### src/rtl/defs.sv
// defs: RV32I core-wide widths, major opcodes and ALU control encodings.
package defs;
  localparam int XLEN = 32;
  localparam int RF_PNTR_WIDTH = 5;
  localparam logic [6:0] OP_AL_R     = 7'b0110011;
  localparam logic [6:0] OP_AL_I     = 7'b0010011;
  localparam logic [6:0] OP_AL_B     = 7'b1100011;
  localparam logic [6:0] OP_AL_JAL   = 7'b1101111;
  localparam logic [6:0] OP_AL_JALR  = 7'b1100111;
  localparam logic [6:0] OP_AL_LUI   = 7'b0110111;
  localparam logic [6:0] OP_AL_AUIPC = 7'b0010111;
  typedef enum logic [3:0] {
    ALU_OP_ADD, ALU_OP_SUB, ALU_OP_SLL, ALU_OP_SLT, ALU_OP_SLTU,
    ALU_OP_XOR, ALU_OP_SRL, ALU_OP_SRA, ALU_OP_OR, ALU_OP_AND,
    ALU_OP_INVALID = 4'hf
  } alu_op_type;
  typedef enum logic [2:0] {
    ALU_IN_REG, ALU_IN_IMM, ALU_IN_SHAMT, ALU_IN_PC, ALU_IN_PC_NEXT, ALU_IN_NULL
  } alu_in_type;
endpackage

### src/rtl/id_stage_if.sv
// id_stage_if: fetch-side and execute-side handshake bundle of the decode stage.
interface id_stage_if import defs::*; #(
  parameter int XLEN = defs::XLEN,
  parameter int RF_PNTR_WIDTH = defs::RF_PNTR_WIDTH
);
  logic flush;
  logic in_valid, in_ready;
  logic [31:0] in_instr;
  logic [XLEN-1:0] in_pc;
  logic out_valid, out_ready;
  logic [XLEN-1:0] out_pc, out_imm;
  logic [RF_PNTR_WIDTH-1:0] out_rs1, out_rs2, out_rd;
  logic out_rd_we;
  alu_op_type out_alu_op;
  alu_in_type out_alu_in_a, out_alu_in_b;
  logic [2:0] out_func3;
  logic out_branch, out_jump, out_illegal;
  modport master (
    output flush, in_valid, in_instr, in_pc, out_ready,
    input in_ready, out_valid, out_pc, out_imm, out_rs1, out_rs2, out_rd, out_rd_we,
    input out_alu_op, out_alu_in_a, out_alu_in_b, out_func3, out_branch, out_jump, out_illegal
  );
  modport slave (
    input flush, in_valid, in_instr, in_pc, out_ready,
    output in_ready, out_valid, out_pc, out_imm, out_rs1, out_rs2, out_rd, out_rd_we,
    output out_alu_op, out_alu_in_a, out_alu_in_b, out_func3, out_branch, out_jump, out_illegal
  );
endinterface

### src/rtl/id_stage.sv
// id_stage: RV32I decode into a single registered slot with back-pressure and flush.
module id_stage import defs::*; #(
  parameter int XLEN = defs::XLEN,
  parameter int RF_PNTR_WIDTH = defs::RF_PNTR_WIDTH
) (
  input logic clk,
  input logic rst_n,
  id_stage_if.slave bus
);
  typedef struct packed {
    logic [XLEN-1:0] pc;
    logic [RF_PNTR_WIDTH-1:0] rs1, rs2, rd;
    logic rd_we;
    logic [XLEN-1:0] imm;
    alu_op_type alu_op;
    alu_in_type alu_in_a, alu_in_b;
    logic [2:0] func3;
    logic branch, jump, illegal;
  } slot_t;
  logic [31:0] w;
  logic [6:0] opc, f7;
  logic [2:0] f3;
  logic f7_zero, f7_alt, acc, valid;
  logic [XLEN-1:0] imm_i, imm_b, imm_j, imm_u;
  alu_op_type base;
  slot_t d, q;
  assign w = bus.in_instr;
  assign opc = w[6:0];
  assign f3 = w[14:12];
  assign f7 = w[31:25];
  assign f7_zero = f7 == 7'h00;
  assign f7_alt = f7 == 7'h20;
  assign imm_i = XLEN'($signed(w[31:20]));
  assign imm_b = XLEN'($signed({w[31], w[7], w[30:25], w[11:8], 1'b0}));
  assign imm_j = XLEN'($signed({w[31], w[19:12], w[20], w[30:21], 1'b0}));
  assign imm_u = XLEN'($signed({w[31:12], 12'b0}));
  always_comb begin
    base = ALU_OP_ADD;
    case (f3)
      3'd1: base = ALU_OP_SLL;
      3'd2: base = ALU_OP_SLT;
      3'd3: base = ALU_OP_SLTU;
      3'd4: base = ALU_OP_XOR;
      3'd5: base = ALU_OP_SRL;
      3'd6: base = ALU_OP_OR;
      3'd7: base = ALU_OP_AND;
      default: base = ALU_OP_ADD;
    endcase
  end
  always_comb begin
    d = '0;
    d.pc = bus.in_pc;
    d.rs1 = RF_PNTR_WIDTH'(w[19:15]);
    d.rs2 = RF_PNTR_WIDTH'(w[24:20]);
    d.rd = RF_PNTR_WIDTH'(w[11:7]);
    d.func3 = f3;
    d.alu_op = ALU_OP_ADD;
    d.alu_in_a = ALU_IN_REG;
    d.alu_in_b = ALU_IN_REG;
    case (opc)
      OP_AL_R: begin
        d.alu_op = !f7_alt ? base : f3 == 3'd0 ? ALU_OP_SUB : ALU_OP_SRA;
        d.illegal = !(f7_zero || (f7_alt && (f3 == 3'd0 || f3 == 3'd5)));
      end
      OP_AL_I: begin
        d.alu_op = (f3 == 3'd5 && f7_alt) ? ALU_OP_SRA : base;
        d.alu_in_b = (f3 == 3'd1 || f3 == 3'd5) ? ALU_IN_SHAMT : ALU_IN_IMM;
        d.imm = imm_i;
        d.illegal = (f3 == 3'd1 && !f7_zero) || (f3 == 3'd5 && !f7_zero && !f7_alt);
      end
      OP_AL_B: begin
        d.alu_op = ALU_OP_SUB;
        d.imm = imm_b;
        d.branch = 1'b1;
        d.illegal = f3[2:1] == 2'b01;
      end
      OP_AL_JAL: begin
        d.alu_in_a = ALU_IN_PC_NEXT;
        d.alu_in_b = ALU_IN_NULL;
        d.imm = imm_j;
        d.jump = 1'b1;
      end
      OP_AL_JALR: begin
        d.alu_in_a = ALU_IN_PC_NEXT;
        d.alu_in_b = ALU_IN_NULL;
        d.imm = imm_i;
        d.jump = 1'b1;
        d.illegal = f3 != 3'd0;
      end
      OP_AL_LUI: begin
        d.alu_in_a = ALU_IN_NULL;
        d.alu_in_b = ALU_IN_IMM;
        d.imm = imm_u;
      end
      OP_AL_AUIPC: begin
        d.alu_in_a = ALU_IN_PC;
        d.alu_in_b = ALU_IN_IMM;
        d.imm = imm_u;
      end
      default: d.illegal = 1'b1;
    endcase
    d.rd_we = !d.illegal && opc != OP_AL_B && w[11:7] != 5'd0;
    // illegal words still travel down the pipe so execute can trap, but with inert controls
    if (d.illegal) begin
      d.alu_op = ALU_OP_INVALID;
      d.alu_in_a = ALU_IN_NULL;
      d.alu_in_b = ALU_IN_NULL;
      d.imm = '0;
      d.branch = 1'b0;
      d.jump = 1'b0;
    end
  end
  assign bus.in_ready = bus.flush || !valid || bus.out_ready;
  assign acc = bus.in_valid && bus.in_ready && !bus.flush;
  always_ff @(posedge clk or negedge rst_n)
    if (!rst_n) begin
      valid <= 1'b0;
      q <= '0;
    end else begin
      valid <= bus.flush ? 1'b0 : acc ? 1'b1 : bus.out_ready ? 1'b0 : valid;
      if (acc) q <= d;
    end
  assign bus.out_valid = valid;
  assign bus.out_pc = q.pc;
  assign bus.out_rs1 = q.rs1;
  assign bus.out_rs2 = q.rs2;
  assign bus.out_rd = q.rd;
  assign bus.out_rd_we = q.rd_we;
  assign bus.out_imm = q.imm;
  assign bus.out_alu_op = q.alu_op;
  assign bus.out_alu_in_a = q.alu_in_a;
  assign bus.out_alu_in_b = q.alu_in_b;
  assign bus.out_func3 = q.func3;
  assign bus.out_branch = q.branch;
  assign bus.out_jump = q.jump;
  assign bus.out_illegal = q.illegal;
endmodule

### src/flat_wrapper.sv
// flat-port wrapper written by rule: the top's interface ports become plain ports
module id_stage_flat import defs::*;
#(
  parameter int XLEN = defs::XLEN,
  parameter int RF_PNTR_WIDTH = defs::RF_PNTR_WIDTH
)
  (clk, rst_n, bus_flush, bus_in_valid, bus_in_instr, bus_in_pc, bus_out_ready, bus_in_ready, bus_out_valid, bus_out_pc, bus_out_imm, bus_out_rs1, bus_out_rs2, bus_out_rd, bus_out_rd_we, bus_out_alu_op, bus_out_alu_in_a, bus_out_alu_in_b, bus_out_func3, bus_out_branch, bus_out_jump, bus_out_illegal);
  id_stage_if #(.XLEN(XLEN), .RF_PNTR_WIDTH(RF_PNTR_WIDTH)) bus_i ();
  input logic clk;
  input logic rst_n;
  input wire logic [$bits(bus_i.flush)-1:0] bus_flush;
  input wire logic [$bits(bus_i.in_valid)-1:0] bus_in_valid;
  input wire logic [$bits(bus_i.in_instr)-1:0] bus_in_instr;
  input wire logic [$bits(bus_i.in_pc)-1:0] bus_in_pc;
  input wire logic [$bits(bus_i.out_ready)-1:0] bus_out_ready;
  output wire logic [$bits(bus_i.in_ready)-1:0] bus_in_ready;
  output wire logic [$bits(bus_i.out_valid)-1:0] bus_out_valid;
  output wire logic [$bits(bus_i.out_pc)-1:0] bus_out_pc;
  output wire logic [$bits(bus_i.out_imm)-1:0] bus_out_imm;
  output wire logic [$bits(bus_i.out_rs1)-1:0] bus_out_rs1;
  output wire logic [$bits(bus_i.out_rs2)-1:0] bus_out_rs2;
  output wire logic [$bits(bus_i.out_rd)-1:0] bus_out_rd;
  output wire logic [$bits(bus_i.out_rd_we)-1:0] bus_out_rd_we;
  output wire logic [$bits(bus_i.out_alu_op)-1:0] bus_out_alu_op;
  output wire logic [$bits(bus_i.out_alu_in_a)-1:0] bus_out_alu_in_a;
  output wire logic [$bits(bus_i.out_alu_in_b)-1:0] bus_out_alu_in_b;
  output wire logic [$bits(bus_i.out_func3)-1:0] bus_out_func3;
  output wire logic [$bits(bus_i.out_branch)-1:0] bus_out_branch;
  output wire logic [$bits(bus_i.out_jump)-1:0] bus_out_jump;
  output wire logic [$bits(bus_i.out_illegal)-1:0] bus_out_illegal;
  assign bus_i.flush = bus_flush;
  assign bus_i.in_valid = bus_in_valid;
  assign bus_i.in_instr = bus_in_instr;
  assign bus_i.in_pc = bus_in_pc;
  assign bus_i.out_ready = bus_out_ready;
  assign bus_in_ready = bus_i.in_ready;
  assign bus_out_valid = bus_i.out_valid;
  assign bus_out_pc = bus_i.out_pc;
  assign bus_out_imm = bus_i.out_imm;
  assign bus_out_rs1 = bus_i.out_rs1;
  assign bus_out_rs2 = bus_i.out_rs2;
  assign bus_out_rd = bus_i.out_rd;
  assign bus_out_rd_we = bus_i.out_rd_we;
  assign bus_out_alu_op = bus_i.out_alu_op;
  assign bus_out_alu_in_a = bus_i.out_alu_in_a;
  assign bus_out_alu_in_b = bus_i.out_alu_in_b;
  assign bus_out_func3 = bus_i.out_func3;
  assign bus_out_branch = bus_i.out_branch;
  assign bus_out_jump = bus_i.out_jump;
  assign bus_out_illegal = bus_i.out_illegal;
  id_stage #(.XLEN(XLEN), .RF_PNTR_WIDTH(RF_PNTR_WIDTH)) u_core (.clk(clk), .rst_n(rst_n), .bus(bus_i));
endmodule
### config.mk
export PLATFORM = sky130hd
export DESIGN_NAME = id_stage_flat
export DESIGN_NICKNAME = d
export VERILOG_FILES = /design/src/rtl/defs.sv /design/src/rtl/id_stage_if.sv /design/src/rtl/id_stage.sv /design/src/flat_wrapper.sv
export SDC_FILE = /design/constraint.sdc
export NUM_CORES = 1
export LEC_CHECK = 0
export ABC_CLOCK_PERIOD_IN_PS = 2100
export BUFFER_PORTS_ARGS = -buffer_cell sky130_fd_sc_hd__buf_4
export CAP_MARGIN = 20
export CORE_UTILIZATION = 48
export DETAILED_ROUTE_END_ITERATION = 10
export PLACE_DENSITY_LB_ADDON = 0.25
export SKIP_CTS_REPAIR_TIMING = 1
export SLEW_MARGIN = 20
export SYNTH_ARGS = -nofsm -noshare
export SYNTH_HDL_FRONTEND = slang
export SYNTH_SLANG_ARGS = --single-unit
### constraint.sdc
create_clock -name clk -period 2.1 [get_ports clk]
set_clock_uncertainty 0.2 [all_clocks]
set_input_delay 0.42 -clock clk [delete_from_list [all_inputs] [get_ports clk]]
set_output_delay 0.42 -clock clk [all_outputs]
set_load 0.1 [all_outputs]
==> results.yml <==
outcome:
  run_status: "finished clean"
global_routing:
  gr-usage-met2_pct: 42.5
  met1_usage_pct: 35.5
  grt_pass1_vias: 3677
  antenna_found_initial: 0
  grt_pass1_wl_um: 17900
  grt-busiest-layer: "met2"
  grt_usage_pct: 25.9
  grt.met3_usage_pct: 4.94
  grt_overflow: 0
  grt_max_degree: 52
sta:
  slew_headroom_pct: 44.1
  clock.fmax_mhz: 505
  finalHoldViolCount: 0
  drv_slew: 0
  tightest_slew_ns: 0.835
  fin_ws_ns: 0.121
  period_minus_slack_ns: 1.98
  rsz0062_at_grt: "no"
  setup_viol: 0
  timing.final.crit_share_pct: 94.2
cts:
  numCtsBuffers: 9
  clk_pin_slew_ns: 0.10
  cts-root-buf: "clkbuf_8"
  htreeDepth: 3
  cts.path.max_buffers: 2
  clock-sinks: 97
  clk_latency_ns: 0.35
  cts_tree: "done"
worst_setup_path:
  ff2ff_path_depth: 5
  crit_path_end_kind: "output port"
  slowest_delay_ns: 0.37
  reg2reg_to: "u_core.bus.out_imm[0]"
  path_max_fanout: 4
  criticalPathCategory: "reg -> out"
  crit_buf_inv: 1
  cp.arrival_ns: 1.36
  crit_path_top_delay_cell: "dfrtp_2"
  regToRegStartpoint: "u_core.bus.out_valid"
  crit_required_ns: 1.48
  cp_cell_sequence: "nand2b_1 > or2_2 > buf_4"
  r2r_setup_slack_ns: 0.24
  start_kind: "flop"
  crit_family: "simple AND/OR/NAND/NOR gates"
hold_path:
  holdPathStages: 3
  min_from: "bus_in_pc[4]"
  min_path_type: "in -> reg"
  worstHoldEndpoint: "u_core.bus.out_pc[4]"
cells_and_area:
  area_growth_pct: 44.9
  layout-drive-gt1-share_pct: 37.6
  num_antenna_cells: 0
  final_nets: 683
  num-fill-cells: 629
pwr:
  ir_worst_vdd_v: 0.000520
  powerDensity_nw_per_um2: 896
  total_power_mw: 5.40
  power.leakage_nw: 3.26
detailed_routing:
  initialDrtViolationCount: 174
  wl_per_cell_um: 15.7
  ant_nets: 0
  vias: 3839
  viasPerCell: 5.30
  firstDrtPassIters: 4
  drt-total-wl_um: 11400
  drc: 0
logic_synthesis:
  yosys.area.top_type_share_pct: 58.3
  synth.avg_cell_area_um2: 9.79
  syn_area_um2: 4160
  synthTopCellsByArea: "dfrtp_1 58%, nand2_1 13%, a22o_1 7.6%"
  synth-seq-cells: 97
  yosysSeqAreaShare_pct: 58.3
  yosysTopAreaCell: "dfrtp_1"
  syn-num-nets: 494
  synthCells: 425
  async_reset_ff_share_pct: 100
  ys.flop_type: "dfrtp_1"
  synth_cell_types: 46
  yosysWarnings: 0
  synth-edff-count: 0
placement:
  io_buffers: 166
  place_congestion: 0.918
  dp_hpwl_um: 8290
  post-place-ws_ns: -0.154
floorplan:
  initial_core_util_pct: 50.2
  coreArea_um2: 8300
  core.rowCount: 33
  die_w_um: 95.1
  num_io_pins: 167
  die_area_um2: 9050
  die_h_um: 95.1
flow_run:
  maxCapViolations: 0
## worst max path at each step
stage | depth (start not counted) | endpoint | start
finish | 3 | bus_in_ready | u_core.bus.out_valid
global route | 3 | bus_in_ready | u_core.bus.out_valid
CTS | 3 | bus_in_ready | u_core.bus.out_valid
detailed placement | 7 | u_core.bus.out_imm[0] | bus_in_instr[25]
global placement | 7 | u_core.bus.out_imm[0] | bus_in_instr[25]
floorplan | 8 | u_core.bus.out_rd_we | bus_in_instr[3]
## worst register-to-register path, stage by stage, from the launching register on
cell      delay (ns)
dfrtp_2         0.42
nand2b_1        0.14
nand3_1         0.17
a311oi_4        0.29
o21a_2          0.36
a32o_1          0.21
## stage by stage
stage | cells | instance area (µm²) | setup TNS [ns] | utilization [%] | hold slack [ns]
2_1_floorplan | 425 | 4160 | -0.0369 | - | -0.0756
3_3_place_gp | 707 | 5800 | -3.43 | 69.9 | 0.185
3_5_place_dp | 707 | 5800 | -4.96 | 69.9 | 0.189
4_1_cts | 723 | 6020 | 0 | 72.5 | -0.202
5_1_grt | 724 | 6030 | 0 | 72.7 | 0.0270
6_report | 724 | 6030 | 0 | 72.7 | 0.0435
## metal layers
| layer | up-vias | share of wire (%) |
|---|---|---|
| met5 | - | 0 |
| met3 | 7 | 7.4 |
| met4 | 0 | 0.46 |
| met2 | 155 | 49 |
| li1 | 1821 | - |
| met1 | 1856 | 43 |
## placed cells by master (no fill, tap or decap), types with 2 or more instances in the layout
| cell type | netlist | routed |
|---|---|---|
| buf_4 | 1 | 197 |
| nand2_1 | 143 | 142 |
| dfrtp_1 | 97 | 96 |
| a22o_1 | 36 | 36 |
| o21ai_0 | 19 | 19 |
| nor2_1 | 15 | 15 |
| a21oi_1 | 14 | 14 |
| inv_1 | 11 | 11 |
| a21o_1 | 11 | 11 |
| clkbuf_8 | 0 | 9 |
| buf_12 | 0 | 6 |
| nand2b_1 | 4 | 4 |
| or2_2 | 3 | 3 |
| nand3_1 | 3 | 3 |
| nor3_1 | 4 | 3 |
| a32o_1 | 3 | 3 |
| nor2b_1 | 2 | 2 |
| and3b_1 | 2 | 2 |
| nor4_1 | 2 | 2 |
| nor4_2 | 2 | 2 |
| o21bai_1 | 2 | 2 |
| a31oi_1 | 2 | 2 |
| o21a_1 | 2 | 2 |
| bufinv_16 | 0 | 2 |
## report_power, final
group	internal, mW	switching, mW	total (mW)
combinational	0.424	1.54	1.96
clock	0.676	0.654	1.33
sequential	2.03	0.0892	2.11
total	3.13	2.28	5.40
## cells by family (layout without fill, tap and decap cells)
logic type,Yosys count,after routing,share of synthesized area [%]
AOI/OAI and AO/OA,99,99,17.2
and+or+nand+nor,190,190,20.0
DFF,97,97,58.3
xor gates and xnor gates,1,1,0.210
buffers and inverters,37,231,3.97
muxes,1,1,0.270
## registers in the layout, summed over array words and instances, names as in the netlist, 3 cells and up
register and flops:
u_core.bus.out_rd 5, u_core.bus.out_imm 32, u_core.bus.out_alu_op 4, u_core.bus.out_alu_in_a 3
u_core.bus.out_rs1 5, u_core.bus.out_func3 3, u_core.bus.out_rs2 5, u_core.bus.out_alu_in_b 3
u_core.bus.out_pc 32
## cell usage after synthesis, types with 2 or more instances
library cell	number
nand2_1	143
a22o_1	36
o21bai_1	2
and2_1	2
a21o_1	11
clkbuf_1	14
dfrtp_1	97
o21a_1	2
inv_1	11
or2_2	3
nor2_1	15
nand2b_1	4
nor2b_1	2
a21oi_1	14
nor4_1	2
buf_2	6
buf_1	3
o21ai_0	19
a31oi_1	2
nor3_1	4
nor4_2	2
and3b_1	2
nand3_1	3
buf_6	2
a32o_1	3
## layout make-up
cell class	instances	area [µm²]	share of cell area, %
Sequential cell	97	2430	40.3
Timing Repair Buffer	204	1610	26.7
Multi-Input combinational cell	291	1600	26.6
Tap cell	105	131	2.18
Clock buffer	10	128	2.12
Clock inverter	6	90.1	1.49
Inverter	11	41.3	0.685
Note: power is estimated with default switching activity, not from simulation.
